**config.mk**
```make
export PLATFORM = sky130hd
export DESIGN_NAME = pcm_bank_router
export DESIGN_NICKNAME = d
export VERILOG_FILES = /design/src/rtl/pcm_bank_router.sv
export SDC_FILE = /design/constraint.sdc
export NUM_CORES = 1
export LEC_CHECK = 0
export ABC_CLOCK_PERIOD_IN_PS = 2300
export CORE_UTILIZATION = 46
export CTS_CLUSTER_DIAMETER = 30
export DETAILED_ROUTE_END_ITERATION = 6
export GPL_TIMING_DRIVEN = 1
export HOLD_SLACK_MARGIN = 0.12
export PLACE_DENSITY = 0.8
export SLEW_MARGIN = 40
export SYNTH_ARGS = -nofsm -noshare
export SYNTH_HDL_FRONTEND = slang
export SYNTH_SLANG_ARGS = --single-unit
export TNS_END_PERCENT = 20
```
**constraint.sdc**
```tcl
create_clock -name CLK -period 2.3 [get_ports CLK]
set_clock_uncertainty 0.2 [all_clocks]
set_input_delay 0.46 -clock CLK [delete_from_list [all_inputs] [get_ports CLK]]
set_output_delay 0.46 -clock CLK [all_outputs]
set_load 0.02 [all_outputs]
```
**src/rtl/pcm_bank_router.sv**
```systemverilog
`default_nettype none
// ============================================================================
// Module   : pcm_bank_router
// Brief    : Routes byte-wide PCM ROM reads to N SDRAM sample banks through a
//            registered request/ack FSM with a one-entry cache and timeout.
// Revision : 1.0 - initial release
// ============================================================================
module pcm_bank_router #(
    parameter int NBANK   = 3,
    parameter int AW      = 24,
    parameter int BANK_AW = 22,
    parameter int DW      = 8,
    parameter int TIMEOUT = 255
) (
    input  logic                     CLK,
    input  logic                     RESET_N,
    input  logic                     REQ_RD,
    input  logic [AW-1:0]            REQ_ADDR,
    output logic [DW-1:0]            REQ_DOUT,
    output logic                     REQ_VALID,
    output logic                     BUSY,
    output logic                     ERR,
    output logic [NBANK-1:0]         BANK_CS,
    output logic [NBANK*BANK_AW-1:0] BANK_ADDR,
    input  logic [NBANK-1:0]         BANK_OK,
    input  logic [NBANK*DW-1:0]      BANK_DOUT
);

    localparam int c_IW = AW - BANK_AW;
    localparam int c_SW = (NBANK > 1) ? $clog2(NBANK) : 1;
    localparam int c_CW = $clog2(TIMEOUT + 1);

    localparam logic [31:0]     c_NBANK    = 32'(NBANK);
    localparam logic [c_CW-1:0] c_CNT_LAST = c_CW'(TIMEOUT - 1);

    localparam logic [1:0] c_IDLE  = 2'd0;
    localparam logic [1:0] c_ISSUE = 2'd1;
    localparam logic [1:0] c_WAIT  = 2'd2;
    localparam logic [1:0] c_DONE  = 2'd3;

    logic [1:0]      r_state;
    logic [1:0]      w_next;
    logic [c_SW-1:0] r_sel;
    logic [c_CW-1:0] r_cnt;
    logic [AW-1:0]   r_req_addr;
    logic [AW-1:0]   r_cache_addr;
    logic [DW-1:0]   r_cache_data;
    logic            r_cache_vld;
    logic [DW-1:0]   r_dout;
    logic            r_err;

    logic [c_IW-1:0] w_idx;
    logic [c_SW-1:0] w_sel;
    logic            w_hit;
    logic            w_oor;
    logic            w_load;
    logic            w_ok;
    logic            w_timeout;
    logic [DW-1:0]   w_bank_data;

    assign w_idx       = REQ_ADDR[AW-1:BANK_AW];
    assign w_sel       = c_SW'(w_idx);
    assign w_hit       = r_cache_vld && (REQ_ADDR == r_cache_addr);
    // The full index field is compared, so unused encodings report out-of-range.
    assign w_oor       = (32'(w_idx) >= c_NBANK);
    assign w_load      = (r_state == c_IDLE) && REQ_RD && !w_hit && !w_oor;
    assign w_ok        = BANK_OK[r_sel];
    assign w_timeout   = (r_cnt == c_CNT_LAST);
    assign w_bank_data = BANK_DOUT[r_sel*DW +: DW];

    always_ff @(posedge CLK or negedge RESET_N) begin
        if (!RESET_N) begin
            r_state <= c_IDLE;
        end else begin
            r_state <= w_next;
        end
    end

    always_comb begin
        w_next = r_state;
        case (r_state)
            c_IDLE: begin
                if (REQ_RD) begin
                    w_next = (w_hit || w_oor) ? c_DONE : c_ISSUE;
                end
            end
            c_ISSUE: w_next = c_WAIT;
            c_WAIT: begin
                if (w_ok || w_timeout) begin
                    w_next = c_DONE;
                end
            end
            default: w_next = c_IDLE;
        endcase
    end

    // Outputs decode only from registers, so no input reaches an output combinationally.
    always_comb begin
        REQ_VALID = (r_state == c_DONE);
        ERR       = (r_state == c_DONE) && r_err;
        BUSY      = (r_state != c_IDLE);
        BANK_CS   = '0;
        if ((r_state == c_ISSUE) || (r_state == c_WAIT)) begin
            BANK_CS = NBANK'(1) << r_sel;
        end
    end

    always_ff @(posedge CLK or negedge RESET_N) begin
        if (!RESET_N) begin
            r_sel        <= '0;
            r_cnt        <= '0;
            r_req_addr   <= '0;
            r_cache_addr <= '0;
            r_cache_data <= '0;
            r_cache_vld  <= 1'b0;
            r_dout       <= '0;
            r_err        <= 1'b0;
        end else begin
            case (r_state)
                c_IDLE: begin
                    if (REQ_RD) begin
                        if (w_hit) begin
                            r_dout <= r_cache_data;
                            r_err  <= 1'b0;
                        end else if (w_oor) begin
                            r_dout <= '0;
                            r_err  <= 1'b1;
                        end else begin
                            r_sel      <= w_sel;
                            r_req_addr <= REQ_ADDR;
                        end
                    end
                end
                c_ISSUE: r_cnt <= '0;
                c_WAIT: begin
                    if (w_ok) begin
                        r_dout       <= w_bank_data;
                        r_err        <= 1'b0;
                        r_cache_addr <= r_req_addr;
                        r_cache_data <= w_bank_data;
                        r_cache_vld  <= 1'b1;
                    end else if (w_timeout) begin
                        r_dout      <= '0;
                        r_err       <= 1'b1;
                        r_cache_vld <= 1'b0;
                    end else begin
                        r_cnt <= r_cnt + 1'b1;
                    end
                end
                default: ;
            endcase
        end
    end

    assign REQ_DOUT = r_dout;

    // Each bank's address only moves when a miss is issued to it, keeping idle SDRAM slots aligned.
    for (genvar i = 0; i < NBANK; i++) begin : g_bank
        logic [BANK_AW-1:0] r_bank_addr;

        always_ff @(posedge CLK or negedge RESET_N) begin
            if (!RESET_N) begin
                r_bank_addr <= '0;
            end else if (w_load && (w_sel == c_SW'(i))) begin
                r_bank_addr <= REQ_ADDR[BANK_AW-1:0];
            end
        end

        assign BANK_ADDR[i*BANK_AW +: BANK_AW] = r_bank_addr;
    end

endmodule
`default_nettype wire

```
Word-level counts from Yosys, hierarchy flattened
Index checks and enable logic that the tools add are counted.
Widths: inputs -> output; s select.
Storage, ports and cells
  register bits after elaboration: 144
  input port bits: 54
  output and inout port bits: 80
Operators by class
  reductions and logical operators: 25
  mux-type cells: 24
  add/subtract/negate cells: 1
  shift operators: 2
  magnitude comparators: 2
  equal/unequal tests: 13
  bitwise operators: 2
Operators by type and width (number)
  $mux 8: 7
  $pmux 8 s2: 2
  $eq 24x24->1: 1
  $shiftx 24x6->8: 1
  $add 8x1->8 const B: 1
  $eq 8x8->1 const B: 1
  $logic_and 1x1->1: 8
  $mux 1: 8
  $ne 2x2->1 const B: 4
  $reduce_and 4->1: 2
  $reduce_bool 2->1: 4
  $eq 2x2->1 const B: 3
  $mux 2: 3
  $ne 3x3->1 const B: 2
  $pmux 2 s3: 1
  $reduce_and 2->1: 3
  $eq 2x1->1 const B: 2
  $logic_not 2->1: 2
  $logic_or 1x1->1: 3
  $lt 2x3->1 const B: 1
  $mux 3: 1
  $reduce_and 3->1: 1
  $shl 1x2->3 const A: 1
  $bmux 1 s2: 1
  4 further kinds: 6

Longest topological paths before layout
  depth after elaboration: 6
  gate-level depth with buffers: 9
  depth with buffers taken out: 7

Worst setup path after synthesis
No wires, ideal clock.
  kind: input-to-reg
  start point: input REQ_ADDR[1]
  end point: register g_bank[0].r_bank_addr[10]
  slack: -0.024 ns
  setup time: 0.125 ns
  arrival time: 1.999 ns
  buffers on the path: 3
  data required time: 1.975 ns
  stages: 9
  cells stage by stage: xnor2_1 -> nand4_1 -> nor4_1 -> and3_1 -> buf_6 -> or4_1 -> buf_6 -> buf_8 -> mux2_4
Between the ends
  word-level cells in the longest chain between the ends: 6
RTL lines
  start: declaration: RTL line 18  | input logic [AW-1:0] REQ_ADDR,
  $eq 24x24->1: RTL line 63  | assign w_hit = r_cache_vld && (REQ_ADDR == r_cache_addr);
  $logic_and 1x1->1: RTL line 63
  $logic_not 1->1: RTL line 66  | assign w_load = (r_state == c_IDLE) && REQ_RD && !w_hit && !w_oor;
  $logic_and 1x1->1 (2 in a row): RTL line 66
  $logic_and 1x1->1: RTL line 164  | end else if (w_load && (w_sel == c_SW'(i))) begin
  end signal: assignment: RTL line 165  | r_bank_addr <= REQ_ADDR[BANK_AW-1:0];
  end: declaration: RTL line 159  | logic [BANK_AW-1:0] r_bank_addr;
Every way passes these cells.
A chain may end at the register's enable or synchronous reset.

Worst setup path in the final report
  start point: register r_cache_addr[5]
  end point: register g_bank[2].r_bank_addr[2]
Between the ends
  word-level cells in the longest chain between the ends: 6
RTL lines
  start: declaration: RTL line 46  | logic [AW-1:0] r_cache_addr;
  start signal: assignment: RTL line 139  | r_cache_addr <= r_req_addr;
  $eq 24x24->1: RTL line 63
  $logic_and 1x1->1: RTL line 63
  $logic_not 1->1: RTL line 66
  $logic_and 1x1->1 (2 in a row): RTL line 66
  $logic_and 1x1->1: RTL line 164
  end signal: assignment: RTL line 165
  end: declaration: RTL line 159
Every way passes these cells.

==> key figures <==
Status
  – Failing checks: negative setup slack
  – Status: finished with violations

Timing
  – Setup violators final: 82
  – Fin crit share: 103.1%
  – RSZ-0062 raised after global routing: yes
  – Minimum clock period: 2.372 ns
  – Worst slew pin tran: approximately 0.67 ns
  – Fmax: around 0.42 GHz
  – Slew HR: 55.06%
  – Slew Viols, Final: 0
  – Setup ws final: -0.07178 ns
  – Hold violation count in the final report: 0

Clocking
  – Clk buf depth: 2
  – CTS tree: done
  – Reg clk slew, reported paths: 0.06 ns
  – H-Tree Depth: 4
  – Later-pin clock latency in the skew report: around 0.43 ns
  – Clock sinks: between 100 and 150
  – Number of buffers created by CTS: 17
  – Root Buffer: clkbuf_16

Floorplan
  – Die area: 14,040 sq um
  – # IOs: 134
  – Initial Util: 47.14%
  – Core area: 13,240 sq um
  – Row count: 42
  – Die W: 118.5 microns
  – Die Y: 118.5 microns

Routing
  – Residual DRC count: 0
  – First-pass DRT Iterations: 7
  – ANT nets after route: 0
  – Final wirelength: between 15,000 and 20,000 microns
  – DR iter-0 viols: 267
  – Post-DR wirelength/cell: 18.84 microns
  – Via Count: 4,665
  – DR vias/cell: between 5 and 6

Final layout
  – Non-filler cells, final: between 800 and 900
  – Ant. Diodes: 0
  – Commonest non-fill, non-tap cells in the layout: dfrtp_1, clkdlybuf4s50_1, nand2_1, mux2_4, buf_4
  – Fin nets: 765
  – Filler cell count: 873
  – Layout cell share with drive strength beyond 1: 31.62%
  – Design area: a little over 9000 sq um
  – Commonest non-fill, non-tap cell in the layout: dfrtp_1
  – Synthesis-to-finish area growth: 48.49%

Synth
  – Synth Area per Inst: 12.34 sq um
  – Post-synth top area share: 56.93%
  – Syn nets: approximately 570
  – Ys Warns: 0
  – Synth cell types: 38
  – Post-Synthesis Cell Area: 6242 sq um
  – Top FF cell, synth: dfrtp_1
  – Sequential share of the synthesized area: between 50% and 60%
  – Number of synthesized register bits: 142
  – Post-Synthesis Cells: 506
  – Synth area leader: dfrtp_1
  – Synth area leaders: dfrtp_1, mux2_2, nand2_1, mux2_4, xnor2_1
  – Post-synth EDFFs: 0
  – Asr flop ratio synth: 100.0%

Global routing
  – Total congestion overflow: 0
  – Largest net degree at the start of global routing: 48
  – GRT Overall Usage: between 20% and 30%
  – Initial antenna violation count: 0
  – First-pass GRT wire length: 26,540 microns
  – Vias in the first global route: 5,125

Setup path
  – Crit end category: register
  – Startpoint types: register
  – R2R setup slack: -0.07 ns
  – Slowest CP cell: dfrtp_1
  – Critical Path AT: approximately 2.5 ns
  – WS Path Type: reg2reg
  – Req. time, crit path: 2.40 ns
  – Cells along the critical path: xnor2_2, nand4_1, nor4_2, and3_4, buf_6, nor4b_4, buf_12, mux2_2
  – CP Buf/Inv Count: 2
  – CP top delay family: simple AND/OR/NAND/NOR gates
  – Critical Path Fanout Max: 14
  – Crit-path max cell delay: 0.41 ns

Place
  – Gp weighted congestion: between 0.8 and 0.9
  – DP Area: 8284 sq um
  – Placed cells: approximately 850
  – Post-DP HPWL: around 11,000 microns
  – Port Buffers: between 100 and 150

Pwr
  – Power Dens Cells: 1461 nW/um^2
  – VDD IR max: 988.1 uV
  – P_leak: 4.319 nW

Hold path
  – Hold Crit Class: reg2reg

Run
  – Max-cap violations: 0
==> synthesized netlist by cell type (all sizes together) (2+ instances only) <==
cell type  count
o21bai         2
and3           6
dfrtp        142
nor3           2
nor2           9
xnor2         24
clkbuf         9
o21ai         32
nand2         96
nor4b          2
nand4         12
nor4           2
nor2b          3
a21oi          2
mux2          97
mux2i         11
nor3b          2
xor2           5
ha             6
buf           13
nand3          4
inv           16
==> worst reg2reg max path, delay by kind of cell, from the launching register on <==
kind,cells,cell delay (ns)
DFF,1,0.41
xor gates and xnor gates,1,0.16
muxes,1,0.37
buffers and inverters,2,0.37
and+or+nand+nor,4,0.74
==> registers in the layout (all words and copies together), names as in the netlist <==
name                cells
r_sel                   2
r_req_addr             22
r_cnt                   8
r_err                   1
r_cache_addr           24
r_cache_data            8
r_state                 2
REQ_DOUT                8
r_cache_vld             1
g_bank.r_bank_addr     66
==> logic make-up after synthesis <==
group / Yosys count / share of synthesized area [%]
compound gates: 41 / 3.588
xor+xnor: 29 / 4.069
fa+ha+maj: 6 / 1.203
buf+inv: 38 / 3.107
flops: 142 / 56.93
mux: 108 / 20.47
simple gates: 142 / 10.64
==> worst paths after layout <==
path	endpoint	cells past startpoint	start
worst max-delay path	g_bank[2].r_bank_addr[2]$_DFFE_PN0P_	8	r_cache_addr[5]$_DFFE_PN0P_
worst min-delay path	r_cache_addr[8]$_DFFE_PN0P_	2	r_req_addr[8]$_DFFE_PN0P_
worst max register to register	g_bank[2].r_bank_addr[2]$_DFFE_PN0P_	8	r_cache_addr[5]$_DFFE_PN0P_
worst min register to register	r_cache_addr[8]$_DFFE_PN0P_	2	r_req_addr[8]$_DFFE_PN0P_
max in group asynchronous	g_bank[0].r_bank_addr[18]$_DFFE_PN0P_	3	RESET_N
min in group asynchronous	r_cnt[6]$_DFFE_PN0P_	2	RESET_N
==> power breakdown <==
group | internal (mW) | switching (mW)
combinational | 3.36 | 2.82
clock | 1.81 | 1.09
sequential | 3.67 | 0.791
==> stage by stage <==
step	setup TNS (ns)	utilization [%]	setup WS [ns]	hold WS, ns	total power [mW]
final	-1.523	69.99	-0.07178	0.2751	13.54
after global routing	-10.61	69.99	-0.1453	0.2948	14.19
after CTS	-1.156	68.76	-0.04420	0.2648	13.24
after detailed placement	-84.25	62.56	-0.8341	0.2091	10.03
after global placement	-72.32	62.56	-0.7215	0.2078	9.778
after floorplan	-0.02133	-	-0.002133	-0.03559	7.322
==> area by class of cell <==
type / instances / area [sq um] / area share [%]
clock buffers: 18 / 429.2 / 4.630
clock inverters: 14 / 192.7 / 2.079
inverters: 16 / 60.06 / 0.6479
multi-input cells: 326 / 2811 / 30.33
flip-flops and latches: 142 / 3553 / 38.34
well taps: 176 / 220.2 / 2.376
repair buffers: 202 / 2002 / 21.60
==> routing by layer <==
metal | global-route usage (%) | share of wire, % | wire, microns
met2 | 40.85 | 50 | 8360
met4 | 11.00 | 2.0 | 337
met5 | 0 | 0 | 0
met3 | 6.612 | 5.8 | 982
met1 | 30.16 | 43 | 7160
==> timing repair <==
action                     CTS  global route
hold buffers                 1             0
setup buffers                4             2
setup endpoints to repair  106           121
pin swaps                    9             3
gates cloned                 2             0
gates resized for setup     58            46
hold endpoints to repair    39             0
No activity file was read; power rests on OpenSTA's default activity.
